--- src/rtl/imem_loader_if.sv ---
// Stream-in / instruction-memory-write bundle for the boot loader.
// The master side is the boot controller (stream source, start/len);
// the slave side is the loader itself.
interface imem_loader_if #(
  parameter int unsigned N      = 32,
  parameter int unsigned ADDR_W = 6
);
  logic              start;
  logic [ADDR_W:0]   len;
  logic [7:0]        in_data;
  logic              in_valid;
  logic              in_ready;
  logic              we;
  logic [ADDR_W-1:0] waddr;
  logic [N-1:0]      wdata;
  logic              busy;
  logic              done;
  logic              cpu_reset;

  modport master (
    output start, len, in_data, in_valid,
    input  in_ready, we, waddr, wdata, busy, done, cpu_reset
  );

  modport slave (
    input  start, len, in_data, in_valid,
    output in_ready, we, waddr, wdata, busy, done, cpu_reset
  );
endinterface

--- src/rtl/imem_loader.sv ---
// Boot-time program loader: assembles little-endian 32-bit words from a
// byte stream and writes them to instruction memory from address 0,
// holding the CPU in reset until the requested word count is written.
module imem_loader #(
  parameter int unsigned N      = 32,
  parameter int unsigned ADDR_W = 6
) (
  input  logic          clk,
  input  logic          reset,
  imem_loader_if.slave  bus
);

  localparam logic [ADDR_W:0] DEPTH = {1'b1, {ADDR_W{1'b0}}};

  typedef enum logic [1:0] {
    S_IDLE,
    S_LOAD,
    S_DONE
  } state_t;

  state_t            r_state;
  state_t            w_next;
  logic [1:0]        r_byte_cnt;
  logic [ADDR_W:0]   r_word_cnt;
  logic [ADDR_W:0]   r_len;
  logic [N-9:0]      r_asm;
  logic              r_we;
  logic [ADDR_W-1:0] r_waddr;
  logic [N-1:0]      r_wdata;

  logic [ADDR_W:0]   w_len_clamped;
  logic              w_start_ok;
  logic              w_accept;
  logic              w_last_byte;

  assign w_len_clamped = (bus.len > DEPTH) ? DEPTH : bus.len;
  assign w_start_ok    = bus.start && (r_state != S_LOAD);
  assign w_accept      = bus.in_valid && (r_state == S_LOAD);
  assign w_last_byte   = w_accept && (r_byte_cnt == 2'd3) &&
                         (r_word_cnt == r_len - 1'b1);

  // State register
  always_ff @(posedge clk or negedge reset) begin
    if (!reset) r_state <= S_IDLE;
    else        r_state <= w_next;
  end

  // Next-state and state-decoded outputs
  always_comb begin
    w_next        = r_state;
    bus.in_ready  = 1'b0;
    bus.busy      = 1'b0;
    bus.done      = 1'b0;
    bus.cpu_reset = 1'b1;
    unique case (r_state)
      S_IDLE, S_DONE: begin
        if (bus.start) w_next = (w_len_clamped == '0) ? S_DONE : S_LOAD;
      end
      S_LOAD: begin
        if (w_last_byte) w_next = S_DONE;
      end
      default: w_next = S_IDLE;
    endcase
    if (r_state == S_LOAD) begin
      bus.in_ready = 1'b1;
      bus.busy     = 1'b1;
    end
    if (r_state == S_DONE) begin
      bus.done      = 1'b1;
      bus.cpu_reset = 1'b0;
    end
  end

  // Byte assembly, word counting and memory write port
  always_ff @(posedge clk or negedge reset) begin
    if (!reset) begin
      r_byte_cnt <= '0;
      r_word_cnt <= '0;
      r_len      <= '0;
      r_asm      <= '0;
      r_we       <= 1'b0;
      r_waddr    <= '0;
      r_wdata    <= '0;
    end else begin
      r_we <= 1'b0;
      if (w_start_ok) begin
        r_byte_cnt <= '0;
        r_word_cnt <= '0;
        r_len      <= w_len_clamped;
      end else if (w_accept) begin
        r_byte_cnt <= r_byte_cnt + 2'd1;
        case (r_byte_cnt)
          2'd0: r_asm[7:0]   <= bus.in_data;
          2'd1: r_asm[15:8]  <= bus.in_data;
          2'd2: r_asm[23:16] <= bus.in_data;
          default: begin
            r_wdata    <= {bus.in_data, r_asm};
            r_waddr    <= r_word_cnt[ADDR_W-1:0];
            r_we       <= 1'b1;
            r_word_cnt <= r_word_cnt + 1'b1;
          end
        endcase
      end
    end
  end

  assign bus.we    = r_we;
  assign bus.waddr = r_waddr;
  assign bus.wdata = r_wdata;

endmodule

--- src/flat_wrapper.sv ---
// flat-port wrapper written by rule: the top's interface ports become plain ports
module imem_loader_flat 
#(
  parameter int unsigned N      = 32,
  parameter int unsigned ADDR_W = 6
)
  (clk, reset, bus_start, bus_len, bus_in_data, bus_in_valid, bus_in_ready, bus_we, bus_waddr, bus_wdata, bus_busy, bus_done, bus_cpu_reset);
  imem_loader_if #(.N(N), .ADDR_W(ADDR_W)) bus_i ();
  input  logic clk;
  input  logic reset;
  input wire logic [$bits(bus_i.start)-1:0] bus_start;
  input wire logic [$bits(bus_i.len)-1:0] bus_len;
  input wire logic [$bits(bus_i.in_data)-1:0] bus_in_data;
  input wire logic [$bits(bus_i.in_valid)-1:0] bus_in_valid;
  output wire logic [$bits(bus_i.in_ready)-1:0] bus_in_ready;
  output wire logic [$bits(bus_i.we)-1:0] bus_we;
  output wire logic [$bits(bus_i.waddr)-1:0] bus_waddr;
  output wire logic [$bits(bus_i.wdata)-1:0] bus_wdata;
  output wire logic [$bits(bus_i.busy)-1:0] bus_busy;
  output wire logic [$bits(bus_i.done)-1:0] bus_done;
  output wire logic [$bits(bus_i.cpu_reset)-1:0] bus_cpu_reset;
  assign bus_i.start = bus_start;
  assign bus_i.len = bus_len;
  assign bus_i.in_data = bus_in_data;
  assign bus_i.in_valid = bus_in_valid;
  assign bus_in_ready = bus_i.in_ready;
  assign bus_we = bus_i.we;
  assign bus_waddr = bus_i.waddr;
  assign bus_wdata = bus_i.wdata;
  assign bus_busy = bus_i.busy;
  assign bus_done = bus_i.done;
  assign bus_cpu_reset = bus_i.cpu_reset;
  imem_loader #(.N(N), .ADDR_W(ADDR_W)) u_core (.clk(clk), .reset(reset), .bus(bus_i));
endmodule
--- config.mk ---
export PLATFORM = sky130hd
export DESIGN_NAME = imem_loader_flat
export DESIGN_NICKNAME = d
export VERILOG_FILES = /design/src/rtl/imem_loader_if.sv /design/src/rtl/imem_loader.sv /design/src/flat_wrapper.sv
export SDC_FILE = /design/constraint.sdc
export NUM_CORES = 1
export LEC_CHECK = 0
export BUFFER_PORTS_ARGS = -buffer_cell sky130_fd_sc_hd__clkbuf_2
export CAP_MARGIN = 10
export CORE_MARGIN = 2
export CORE_UTILIZATION = 24
export DETAILED_ROUTE_END_ITERATION = 12
export PLACE_DENSITY = 0.41
export RECOVER_POWER = 50
export SYNTH_ARGS = -nofsm -noshare
export SYNTH_HDL_FRONTEND = slang
export SYNTH_SLANG_ARGS = --single-unit
export TNS_END_PERCENT = 20
--- constraint.sdc ---
create_clock -name clk -period 3.6 [get_ports clk]
set_clock_uncertainty 0.15 [all_clocks]
set_input_delay 0.36 -clock clk [delete_from_list [all_inputs] [get_ports clk]]
set_output_delay 0.36 -clock clk [all_outputs]
set_load 0.01 [all_outputs]
==> qor.csv <==
stage,metric,value,unit
status,status,"finished, violations left",
status,violations,"max-capacitance violations, max-slew violations",
grt,grt_pass1_vias,2176,
logic_synthesis,async_flop_share,100,%
worst_setup_path,crit_slowest_cell,and4b_2,
pwr,pwr-share-seq,45.0,%
cts,worstSkewPairLatency,330,ps
timing,relSlewSlack,-39.2,%
timing,fmax,439,MHz
die,top_level_ports,62,
die,initial_core_util,24.5,%
worst_setup_path,cp_num_cells,4,
hold_path,min_to,u_core.r_len[4],
logic_synthesis,syn_avg_cell_area,13.7,sq um
logic_synthesis,synth_edf_count,0,
pwr,internal_power,2.39,mW
cts,post-cts-setup-buffers,0,
pwr,power.density_cell_area,851,nW/um^2
route,vias,2117,
hold_path,hp-start,bus_len[4],
cells_and_area,fin_nets,338,
route,drt-total-wl,7370,um
worst_setup_path,cp-start-kind,flip-flop,
logic_synthesis,yosys_register_bits,81,
cts,cts-root-buf,clkbuf_16,
worst_setup_path,cp_cell_sequence,ha_1 > and4b_2 > buf_4 > mux2_2,
worst_setup_path,crit_fanout,24,
cts,cts_htree_levels,3,
hold_path,hp-class,in2reg,
timing,hold_ws,135,ps
grt,grt_pass1_wl,11600,um
grt,grt_max_degree,82,
route,wl_per_cell,14.9,um
route,vias_per_cell,4.27,
cells_and_area,fill_cells,1443,
cells_and_area,layout_common_cells,"81 x dfrtp_1, 63 x mux2_2, 40 x clkbuf_2",
worst_setup_path,rr_worst_depth,4,
cts,cts_buffer_depth,2,
timing,min_period,2280,ps
cells_and_area,drive_gt1_share,38.3,%
cts,cts_tree,yes,
pwr,ir_drop,0.289,mV
worst_setup_path,worst-endpoint-required,3670,ps
logic_synthesis,synthCells,248,
timing,fin_crit_sh,63.3,%
route,drc,0,
grt,grt_usage,10.3,%
worst_setup_path,timing.rr.end,u_core.bus.waddr[1],
place,dp.cells,481,
worst_setup_path,reg2reg_slack,1320,ps
cells_and_area,fin_util,30.0,%
cells_and_area,seqCellArea,2030,sq um
worst_setup_path,cp.arrival,2350,ps
timing,tightest_slew,2090,ps
cts,path_clk_slew,60,ps
grt,antenna_found_initial,0,
cells_and_area,layoutNonFillerInstCount,496,
timing,grt_setup_unrepaired,no,
die,die_x,123,um
die,fp.coreArea,13800,sq um
cts,cts_sinks,81,
cells_and_area,multi_input_area,1310,sq um
logic_synthesis,syn-num-nets,274,
timing,finalHoldViolCount,0,
worst_setup_path,crit_type,reg2reg,
pwr,p_comb_share,31.1,%
timing,drv_slew,82,
worst_setup_path,critPathMaxStageDelay,600,ps
cts,cts_hold_buf,0,
route,drt_pass1_iterations,4,
logic_synthesis,synth_area,3390,sq um
pwr,clockPowerShare,23.9,%
logic_synthesis,synth_ff_type,dfrtp_1,
worst_setup_path,crit_buf_inv,1,
grt,overflow,0,
cells_and_area,diodes,0,
pwr,power_switching,1.14,mW
route,ant_nets,0,
worst_setup_path,cp-end-kind,flip-flop,
die,die_area,15100,sq um
logic_synthesis,yosysUniqueCellTypes,32,
place,dpl.hpwl,4880,um
place,port_buffers,61,
logic_synthesis,yosysSeqAreaShare,59.7,%
worst_setup_path,path_delay_family,simple AND/OR/NAND/NOR gates,
route,drtIter0Drc,90,
pwr,p_leak,1.86,nW
cells_and_area,area_growth,22.0,%
job,maxCapViolCount,1,
timing,setup_viol,0,
die,row_count,43,
hold_path,hold_depth,3,
cts,ctsResizeCount,0,
pwr,power,3.52,mW
cts,cts-buffers-inserted,9,
logic_synthesis,yosysWarnings,0,
timing,fin_setup_tns,0,ps
pwr,p_sw_share,32.3,%
die,die_y,123,um
place,gp_routability_congestion,0.722,
worst_setup_path,r2r_start,u_core.r_byte_cnt[1],
cells_and_area,layout_commonest_cell,dfrtp_1,
==> worst max path at each step <==
stage	end	startpoint	slack (ps)
global route	u_core.bus.wdata[14]	u_core.r_byte_cnt[1]	1170
detailed placement	u_core.bus.wdata[30]	u_core.r_byte_cnt[1]	1260
floorplan	u_core.r_state[0]	u_core.r_state[1]	1530
CTS	u_core.bus.waddr[1]	u_core.r_byte_cnt[1]	1260
global placement	u_core.bus.waddr[1]	u_core.r_byte_cnt[0]	1330
finish	u_core.bus.waddr[1]	u_core.r_byte_cnt[1]	1320
==> per-layer routing <==
layer | up-vias | global-route usage (%) | share of wire [%]
met3 | 8 | 4.89 | 7.4
li1 | 985 | - | -
met2 | 49 | 16.1 | 46
met1 | 1075 | 12.7 | 45
met4 | 0 | 3.23 | 1.1
met5 | - | 0 | 0
==> tightest hold or removal path, delay by kind of cell <==
family	cells	cell delay, ps
buffers and inverters	1	90
and+or+nand+nor	2	130
==> Yosys cell counts, types with 3 or more instances <==
cell / instances / area (sq um)
nand4_1: 4 / 25.0
mux2_2: 63 / 709
clkbuf_1: 8 / 30.0
inv_1: 5 / 18.8
xor2_1: 9 / 78.8
o21ai_0: 3 / 15.0
nand2b_1: 4 / 25.0
xnor2_1: 5 / 43.8
nand2_1: 18 / 67.6
nor2_1: 9 / 33.8
dfrtp_1: 81 / 2030
ha_1: 7 / 87.6
nand3b_1: 7 / 52.6
==> metrics by stage <==
step | area, sq um | setup slack (ps)
floorplan | 3390 | 1530
global placement | 3900 | 1330
detailed placement | 3900 | 1260
CTS | 4170 | 1260
global route | 4140 | 1170
finish | 4140 | 1320
==> logic make-up after synthesis <==
| logic type | count (synthesis) | synth area share [%] |
|---|---|---|
| muxes | 65 | 21.5 |
| AOI/OAI and AO/OA | 9 | 1.70 |
| DFF | 81 | 59.7 |
| and+or+nand+nor | 57 | 9.03 |
| xor gates and xnor gates | 14 | 3.61 |
| buffers and inverters | 15 | 1.88 |
| adders and majority gates | 7 | 2.58 |
==> flip-flops by register name, indices dropped and copies added, names as in the netlist <==
| signal | flops |
|---|---|
| u_core.r_len | 7 |
| u_core.r_word_cnt | 7 |
| u_core.r_state | 2 |
| u_core.bus.waddr | 6 |
| u_core.r_asm | 24 |
| u_core.bus.we | 1 |
| u_core.r_byte_cnt | 2 |
| u_core.bus.wdata | 32 |
==> power groups by stage <==
stage	registers [mW]	logic [mW]	clock network (mW)
after detailed placement	1.61	1.14	0
final	1.59	1.10	0.842
after CTS	1.59	1.15	0.882
after global placement	1.60	1.13	0
after floorplan	1.62	0.681	0
after global routing	1.65	1.22	0.917
==> final cells by class <==
class / count / share of cell area (%)
Sequential cell: 81 / 48.9
Clock buffer: 11 / 5.86
Tap cell: 180 / 5.44
Inverter: 5 / 0.453
Multi-Input combinational cell: 152 / 31.5
Clock inverter: 4 / 0.725
Timing Repair Buffer: 63 / 7.10
(Power assumes the default switching activity.)
